## src/rtl/mfp_ahb_gpio_irq.sv

```systemverilog
// AHB-Lite GPIO slave: set/clear/toggle outputs, synchronised inputs with edge-flag W1C status and level IRQ.
// Latency: reads return one edge after the address phase; writes commit on the edge ending the data phase.
// Backpressure: none, every transfer completes with zero wait states.
module mfp_ahb_gpio_irq #(
  parameter int N_IN        = 22,
  parameter int N_OUT       = 16,
  parameter int SYNC_STAGES = 2
) (
  input  logic             HCLK,
  input  logic             HRESETn,
  input  logic [4:0]       HADDR,
  input  logic [1:0]       HTRANS,
  input  logic             HWRITE,
  input  logic             HSEL,
  input  logic [31:0]      HWDATA,
  output logic [31:0]      HRDATA,
  input  logic [N_IN-1:0]  GPIO_IN,
  output logic [N_OUT-1:0] GPIO_OUT,
  output logic             IRQ
);

  localparam logic [2:0] A_OUT     = 3'd0;
  localparam logic [2:0] A_OUT_SET = 3'd1;
  localparam logic [2:0] A_OUT_CLR = 3'd2;
  localparam logic [2:0] A_OUT_TGL = 3'd3;
  localparam logic [2:0] A_IN      = 3'd4;
  localparam logic [2:0] A_RISE_EN = 3'd5;
  localparam logic [2:0] A_FALL_EN = 3'd6;
  localparam logic [2:0] A_STATUS  = 3'd7;

  logic            acc;
  logic            wr_q;
  logic [2:0]      addr_q;
  logic [N_IN-1:0] sync_ff [SYNC_STAGES];
  logic [N_IN-1:0] sync;
  logic [N_IN-1:0] prev;
  logic [N_IN-1:0] rise_en_q, fall_en_q, status_q;
  logic [N_IN-1:0] rise_en_next, fall_en_next, status_next;
  logic [N_IN-1:0] clr, rise, fall;
  logic [N_OUT-1:0] out_next;
  logic [N_OUT-1:0] wdat_out;
  logic [N_IN-1:0]  wdat_in;
  logic [31:0]     rd_val;
  logic            unused_ok;

  assign acc       = HSEL & (HTRANS != 2'b00);
  assign wdat_out  = HWDATA[N_OUT-1:0];
  assign wdat_in   = HWDATA[N_IN-1:0];
  assign unused_ok = ^{HADDR[1:0], HWDATA};

  always_ff @(posedge HCLK or negedge HRESETn) begin
    if (!HRESETn) begin
      wr_q   <= 1'b0;
      addr_q <= 3'd0;
    end else begin
      wr_q   <= acc & HWRITE;
      addr_q <= HADDR[4:2];
    end
  end

  always_ff @(posedge HCLK or negedge HRESETn) begin
    if (!HRESETn) begin
      for (int i = 0; i < SYNC_STAGES; i++) sync_ff[i] <= '0;
      prev <= '0;
    end else begin
      sync_ff[0] <= GPIO_IN;
      for (int i = 1; i < SYNC_STAGES; i++) sync_ff[i] <= sync_ff[i-1];
      prev <= sync;
    end
  end

  assign sync = sync_ff[SYNC_STAGES-1];
  assign rise = sync & ~prev & rise_en_q;
  assign fall = ~sync & prev & fall_en_q;

  always_comb begin
    out_next     = GPIO_OUT;
    rise_en_next = rise_en_q;
    fall_en_next = fall_en_q;
    clr          = '0;
    if (wr_q) begin
      case (addr_q)
        A_OUT:     out_next     = wdat_out;
        A_OUT_SET: out_next     = GPIO_OUT | wdat_out;
        A_OUT_CLR: out_next     = GPIO_OUT & ~wdat_out;
        A_OUT_TGL: out_next     = GPIO_OUT ^ wdat_out;
        A_RISE_EN: rise_en_next = wdat_in;
        A_FALL_EN: fall_en_next = wdat_in;
        A_STATUS:  clr          = wdat_in;
        default:   ;
      endcase
    end
    // A fresh edge beats a same-cycle clear so no event is lost.
    status_next = (status_q & ~clr) | rise | fall;
  end

  // Read mux uses next-state values so a read right behind a write sees the committed result.
  always_comb begin
    rd_val = '0;
    case (HADDR[4:2])
      A_OUT:     rd_val[N_OUT-1:0] = out_next;
      A_IN:      rd_val[N_IN-1:0]  = sync;
      A_RISE_EN: rd_val[N_IN-1:0]  = rise_en_next;
      A_FALL_EN: rd_val[N_IN-1:0]  = fall_en_next;
      A_STATUS:  rd_val[N_IN-1:0]  = (wr_q && addr_q == A_STATUS) ? status_next : status_q;
      default:   ;
    endcase
  end

  always_ff @(posedge HCLK or negedge HRESETn) begin
    if (!HRESETn) begin
      GPIO_OUT  <= '0;
      rise_en_q <= '0;
      fall_en_q <= '0;
      status_q  <= '0;
      IRQ       <= 1'b0;
      HRDATA    <= '0;
    end else begin
      GPIO_OUT  <= out_next;
      rise_en_q <= rise_en_next;
      fall_en_q <= fall_en_next;
      status_q  <= status_next;
      IRQ       <= |status_next;
      HRDATA    <= (acc && !HWRITE) ? rd_val : 32'h0;
    end
  end

endmodule

```

## config.mk

```make
export PLATFORM = sky130hd
export DESIGN_NAME = mfp_ahb_gpio_irq
export DESIGN_NICKNAME = d
export VERILOG_FILES = /design/src/rtl/mfp_ahb_gpio_irq.sv
export SDC_FILE = /design/constraint.sdc
export NUM_CORES = 1
export LEC_CHECK = 0
export CAP_MARGIN = 15
export CORE_ASPECT_RATIO = 0.9
export CORE_MARGIN = 5
export CORE_UTILIZATION = 45
export CTS_CLUSTER_DIAMETER = 50
export DETAILED_ROUTE_END_ITERATION = 12
export DONT_BUFFER_PORTS = 1
export GPL_TIMING_DRIVEN = 0
export PLACE_DENSITY = 0.59
export SLEW_MARGIN = 25
export SYNTH_ARGS = -nofsm -noshare
export SYNTH_HDL_FRONTEND = slang
export SYNTH_SLANG_ARGS = --single-unit
```

## constraint.sdc

```tcl
create_clock -name HCLK -period 4.6 [get_ports HCLK]
set_input_delay 1.38 -clock HCLK [delete_from_list [all_inputs] [get_ports HCLK]]
set_output_delay 1.38 -clock HCLK [all_outputs]
set_load 0.01 [all_outputs]
```

==> impl_metrics.csv, run 1 <==
group,metric,value,unit
run_status,outcome,"finished clean",
clock_tree,h-tree-depth,4,
synthesis,synth_top_family_by_area,"compound AO/OA/AOI/OAI gates",
floorplanning,die_w,151,um
pwr,power_switching,0.00106,W
synthesis,netlist_area,8040,um2
floorplanning,core_area,17600,um2
synthesis,yosysTopAreaCell,"dfrtp_1",
synthesis,synthXorXnorAreaFrac,0,
clock_tree,ctsHoldBuffers,0,
timing,clock_skew,0.0125,ns
placement,post-place-ws,0.826,ns
clock_tree,path_clk_slew,0.07,ns
clock_tree,clk_root_buffer_cell,"clkbuf_16",
placement,place_congestion,0.850,
placement,place_hpwl,14500,um
synthesis,yosys-top-cells-area,"dfrtp_1 54%, ha_1 5.0%, mux2_2 4.9%",
clock_tree,clock_sinks,175,
critical_path,worstPathArrival,3.67,ns
critical_path,cp-start-kind,"input port",
clock_tree,post_cts_buffers,0,
grt,antenna_found_initial,0,
detailed_routing,via_per_inst,5.56,
detailed_routing,routed_wl,21400,um
final_layout,num_antenna_cells,0,
synthesis,ys_async_sr_fraction,1.00,
synthesis,syn_avg_cell_area,11.0,um2
worst_hold_path,hold_path.class,"reg -> reg",
timing,maxSlewViolCount,0,
synthesis,ys_seq_area_frac,0.544,
grt,grt_usage,0.215,
synthesis,synth_ff_type,"dfrtp_1",
floorplanning,pin_count,114,
synthesis,synth_compound_area_frac,0.170,
timing,final-setup-viol-count,0,
timing,period_needed,3.34,ns
pwr,p_comb_frac,0.132,
final_layout,area_delta_synth_final,11.4,%
grt,grt_pass1_wl,33100,um
run,maxCapViolCount,0,
detailed_routing,wl_per_cell,21.1,um
pwr,sequentialPowerShare,0.490,
timing,max_freq,0.300,GHz
timing,period_share,0.725,
timing,relSlewSlack,0.404,
detailed_routing,routed-via-count,5631,
pwr,ir_drop,0.253,mV
synthesis,synthAdderAreaFrac,0.0498,
final_layout,finalNetCount,857,
clock_tree,postCtsResizedCells,0,
synthesis,synth_most_common_cell,"dfrtp_1",
detailed_routing,drcViolationCount,0,
pwr,intPower,0.00272,W
critical_path,rr_worst_depth,6,
pwr,power.total,0.00379,W
timing,tightest_slew,0.884,ns
clock_tree,numCtsBuffers,17,
floorplanning,die_area,20700,um2
synthesis,synth_cell_type_count,47,
pwr,p_sw_frac,0.281,
floorplanning,rows,46,
final_layout,fill_cells,1578,
clock_tree,cts_tree,"yes",
pwr,p_per_area,423,nW/um2
pwr,p_leak,4.03,nW
timing,rsz0062_at_grt,"false",
critical_path,setup.worst_path.end_class,"flop",
placement,place.port_buffers,0,
floorplanning,die_h,137,um
final_layout,drive_gt1_frac,0.153,
clock_tree,clockBufferDepth,2,
synthesis,syn_inst,732,
pwr,p_clk_frac,0.378,
synthesis,ys_ff_latch,175,
synthesis,synth-simple-area-share,0.128,
grt,grt_pass1_vias,5991,
worst_hold_path,hold_depth,0,
final_layout,final_cells,1013,
critical_path,cp.required,4.93,ns
detailed_routing,antenna_left,0,
synthesis,synth_edf_count,0,
synthesis,netlist_top_cells_count,"175 x dfrtp_1, 84 x nor2_1, 68 x nand2_1",
critical_path,setup.worst_path.class,"in -> reg",
placement,post-place-cells,981,
grt,overflow,0,
clock_tree,worstSkewPairLatency,0.44,ns
detailed_routing,drt_first_pass_iters,6,
timing,worst_slack,1.26,ns
critical_path,critical_path.max_fanout,10,
synthesis,yosys_warnings,0,
grt,grt_max_degree,176,
synthesis,synth_mux_area_frac,0.0546,
synthesis,synth_top_area_share,0.544,
detailed_routing,first_iter_violations,461,
timing,hold_violations,0,
floorplanning,start_util,0.457,
timing,tns,0,ns
## worst paths after layout
kind	startpoint	to	slack (ns)
min in group asynchronous	HRESETn	sync_ff[23]$_DFF_PN0_	0.63
worst max register to register	addr_q[1]$_DFF_PN0_	IRQ$_DFF_PN0_	2.19
max in group asynchronous	HRESETn	sync[19]$_DFF_PN0_	3.80
worst min-delay path	sync_ff[34]$_DFF_PN0_	sync[12]$_DFF_PN0_	0.35
worst min register to register	sync_ff[34]$_DFF_PN0_	sync[12]$_DFF_PN0_	0.35
worst max-delay path	HADDR[2]	HRDATA[7]$_DFF_PN0_	1.26
## routing by layer
layer / routed length, um / GRT usage / up-vias
li1: - / - / 2587
met1: 9190 / 0.273 / 2827
met2: 10300 / 0.345 / 180
met3: 1530 / 0.0732 / 37
met4: 426 / 0.0725 / 0
met5: 0 / 0 / -
## metrics by stage
step                cell area (um2)  hold WS, ns   util
global placement               8380        0.332  0.476
floorplan                      8080        0.331      -
CTS                            8960        0.349  0.509
detailed placement             8380        0.335  0.476
global route                   8960        0.357  0.509
finish                         8960        0.349  0.509
## cells in the final DEF, fill, tap and decap left out, types with 8 or more instances in the layout
cell,netlist,routed
nand3b_1,22,22
a22o_1,11,11
a211o_1,16,16
o21ai_0,34,34
o21ba_1,9,9
nand4_1,8,8
dfrtp_1,175,175
clkbuf_1,18,18
clkbuf_16,0,17
a21boi_0,15,15
nand2_1,68,68
conb_1,1,10
buf_4,13,13
ha_1,32,32
o21ai_1,22,22
inv_1,39,39
a22oi_1,20,20
nor2_1,84,84
mux2_2,35,35
a31oi_1,17,17
o21a_1,22,22
## layout make-up
cell class	count	area, um2	area share
flip-flops and latches	175	4380	0.489
clock buffers	19	453	0.0506
multi-input cells	481	3280	0.366
clock inverters	13	126	0.0141
plain buffers	46	274	0.0306
well taps	240	300	0.0335
inverters	39	146	0.0163
## state kept, by name, summed over array words and instances (netlist names)
| name | cells |
|---|---|
| GPIO_OUT | 16 |
| HRDATA | 22 |
| IRQ | 1 |
| addr_q | 3 |
| fall_en_q | 22 |
| prev | 22 |
| rise_en_q | 22 |
| status_q | 22 |
| sync | 22 |
| sync_ff | 22 |
| wr_q | 1 |
## critical path, cell delays in order
cell,delay (ns)
clkbuf_1,0.36
nor3_2,0.23
o21ai_0,0.75
clkbuf_1,0.67
o21ba_2,0.27
## logic make-up (layout without fill, tap and decap cells)
logic type | Yosys count | count (layout)
AOI/OAI and AO/OA | 191 | 191
adders and majority gates | 32 | 32
buffers and inverters | 85 | 117
DFF | 175 | 175
muxes | 38 | 38
other | 1 | 10
and+or+nand+nor | 210 | 210
## power by group through the flow
stage	Clock, W	Combinational [W]	Sequential (W)
floorplan	0	0.000388	0.00184
global placement	0	0.000463	0.00187
detailed placement	0	0.000493	0.00188
CTS	0.00146	0.000496	0.00185
global route	0.00154	0.000557	0.00188
finish	0.00143	0.000501	0.00185
No activity file was read; power rests on OpenSTA's default activity.
==> run 2, diff against run 1 <==
==> constraint.sdc (replaced) <==
create_clock -name HCLK -period 3.4 [get_ports HCLK]
set_input_delay 1.02 -clock HCLK [delete_from_list [all_inputs] [get_ports HCLK]]
set_output_delay 1.02 -clock HCLK [all_outputs]
set_load 0.01 [all_outputs]
==> results of run 2 <==
Same layout as run 1 (identical final DEF). Status: finished clean.
Among the figures that moved: setup slack after placement 0.826 ns -> -0.0145 ns; setup slack after layout 1.26 ns -> 0.423 ns; hold slack 0.349 ns -> 0.270 ns; register-to-register setup slack 2.19 ns -> 0.99 ns; total power 0.00379 W -> 0.00512 W; worst IR drop on VDD 0.253 mV -> 0.342 mV
==> run 3, diff against run 2 <==
--- a/config.mk
+++ b/config.mk
@@ -8,12 +8,13 @@
 export CAP_MARGIN = 15
 export CORE_ASPECT_RATIO = 0.9
 export CORE_MARGIN = 5
-export CORE_UTILIZATION = 45
+export CORE_UTILIZATION = 60
 export CTS_CLUSTER_DIAMETER = 50
 export DETAILED_ROUTE_END_ITERATION = 12
 export DONT_BUFFER_PORTS = 1
+export GPL_ROUTABILITY_DRIVEN = 1
 export GPL_TIMING_DRIVEN = 0
-export PLACE_DENSITY = 0.59
+export PLACE_DENSITY = 0.75
 export SLEW_MARGIN = 25
 export SYNTH_ARGS = -nofsm -noshare
 export SYNTH_HDL_FRONTEND = slang
==> run 3 against run 2 <==
Effect of this change: count of clock-buffer cells in the layout did not move; sequential power barely moved; critical path type unchanged; clock skew fell by 0.0049 ns; design area fell by 1.2%; critical endpoint unchanged; register-to-register slack improved by 0.19 ns; die area fell by 23%; critical path depth did not move.
==> impl_metrics.csv, run 3 (synthesis gave the netlist of run 1 again) <==
group,metric,value,unit
run_status,outcome,"finished clean",
final_layout,finalNetCount,857,
detailed_routing,first_iter_violations,521,
final_layout,most-common-layout-cells,"175 x dfrtp_1, 84 x nor2_1, 68 x nand2_1",
placement,place_congestion,0.894,
run,maxCapViolCount,0,
critical_path,cp-start-kind,"input port",
timing,hold_violations,0,
placement,post-place-ws,-0.0347,ns
timing,rsz0062_at_grt,"false",
placement,place.port_buffers,0,
clock_tree,numCtsBuffers,17,
clock_tree,ctsHoldBuffers,0,
timing,max_freq,0.330,GHz
pwr,power.total,0.00506,W
critical_path,setup.worst_path.class,"in -> reg",
detailed_routing,drcViolationCount,0,
grt,grt_usage,0.262,
clock_tree,postCtsResizedCells,0,
floorplanning,pin_count,114,
critical_path,critical_path.max_fanout,10,
final_layout,layout_commonest_cell,"dfrtp_1",
grt,grt_pass1_vias,6152,
clock_tree,path_clk_slew,0.07,ns
clock_tree,cts_tree,"yes",
detailed_routing,antenna_left,0,
grt,grt_max_degree,176,
clock_tree,worstSkewPairLatency,0.44,ns
detailed_routing,via_per_inst,6.18,
clock_tree,clk_root_buffer_cell,"clkbuf_16",
critical_path,setup.worst_path.end_class,"flop",
worst_hold_path,hold_path.class,"in -> async",
floorplanning,core_area,13300,um2
pwr,p_leak,4.03,nW
grt,overflow,0,
pwr,p_per_area,572,nW/um2
clock_tree,post_cts_buffers,0,
timing,maxSlewViolCount,0,
detailed_routing,drt_first_pass_iters,6,
detailed_routing,routed_wl,20300,um
floorplanning,die_w,132,um
detailed_routing,routed-via-count,5806,
grt,grt_pass1_wl,32100,um
pwr,ir_drop,0.609,mV
final_layout,num_antenna_cells,0,
critical_path,worstPathArrival,3.35,ns
clock_tree,clockBufferDepth,2,
timing,period_share,0.891,
timing,final-setup-viol-count,0,
timing,tightest_slew,1.03,ns
floorplanning,die_h,120,um
timing,relSlewSlack,0.305,
clock_tree,h-tree-depth,4,
critical_path,cp.required,3.72,ns
floorplanning,start_util,0.607,
clock_tree,clock_sinks,175,
timing,clock_skew,0.00758,ns
detailed_routing,wl_per_cell,21.6,um
floorplanning,die_area,15800,um2
final_layout,area_delta_synth_final,10.0,%
final_layout,drive_gt1_frac,0.149,
placement,place_hpwl,13700,um
timing,period_needed,3.03,ns
critical_path,rr_worst_depth,6,
floorplanning,rows,40,
timing,worst_slack,0.370,ns
grt,antenna_found_initial,0,
run 3: stage by stage:
stage / utilization / cell area, um2 / cells / TNS [ns] / hold WS (ns)
2_1_floorplan: - / 8080 / 741 / 0 / 0.331
3_5_place_dp: 0.625 / 8290 / 909 / -0.0581 / 0.335
5_1_grt: 0.667 / 8850 / 940 / 0 / 0.259
4_1_cts: 0.667 / 8850 / 940 / 0 / 0.266
3_3_place_gp: 0.625 / 8290 / 909 / -0.0572 / 0.332
6_report: 0.667 / 8850 / 940 / 0 / 0.271
run 3: metal layers:
metal / vias up / track usage / part of all wire
li1: 2584 / - / -
met3: 68 / 0.0863 / 0.092
met1: 2889 / 0.332 / 0.41
met4: 0 / 0.129 / 0.040
met2: 265 / 0.406 / 0.46
met5: - / 0 / 0
run 3: critical path, stage by stage:
cell and delay (ns):
clkbuf_1 0.37, nor3_2 0.23, o21ai_0 0.85, clkbuf_1 0.60, o21ba_2 0.27
run 3: power breakdown:
group / internal [W] / switching (W)
sequential: 0.00231 / 0.000195
clock: 0.00102 / 0.000852
combinational: 0.000307 / 0.000371
run 3: final timing paths:
kind | startpoint | end | slack (ns)
min in group HCLK | sync_ff[36]$_DFF_PN0_ | sync[14]$_DFF_PN0_ | 0.35
max | HADDR[2] | HRDATA[7]$_DFF_PN0_ | 0.37
max reg2reg | addr_q[1]$_DFF_PN0_ | IRQ$_DFF_PN0_ | 1.18
min reg2reg | sync_ff[36]$_DFF_PN0_ | sync[14]$_DFF_PN0_ | 0.35
min | HRESETn | GPIO_OUT[3]$_DFF_PN0_ | 0.27
max in group asynchronous | HRESETn | sync_ff[41]$_DFF_PN0_ | 2.92
run 3: layout make-up:
| type | instances | area [um2] |
|---|---|---|
| inverter | 39 | 146 |
| clock inverter | 12 | 129 |
| multi-input combinational | 481 | 3280 |
| sequential | 175 | 4380 |
| fill | 1009 | 4410 |
| tap | 168 | 210 |
| buffer | 46 | 274 |
| clock buffer | 19 | 433 |
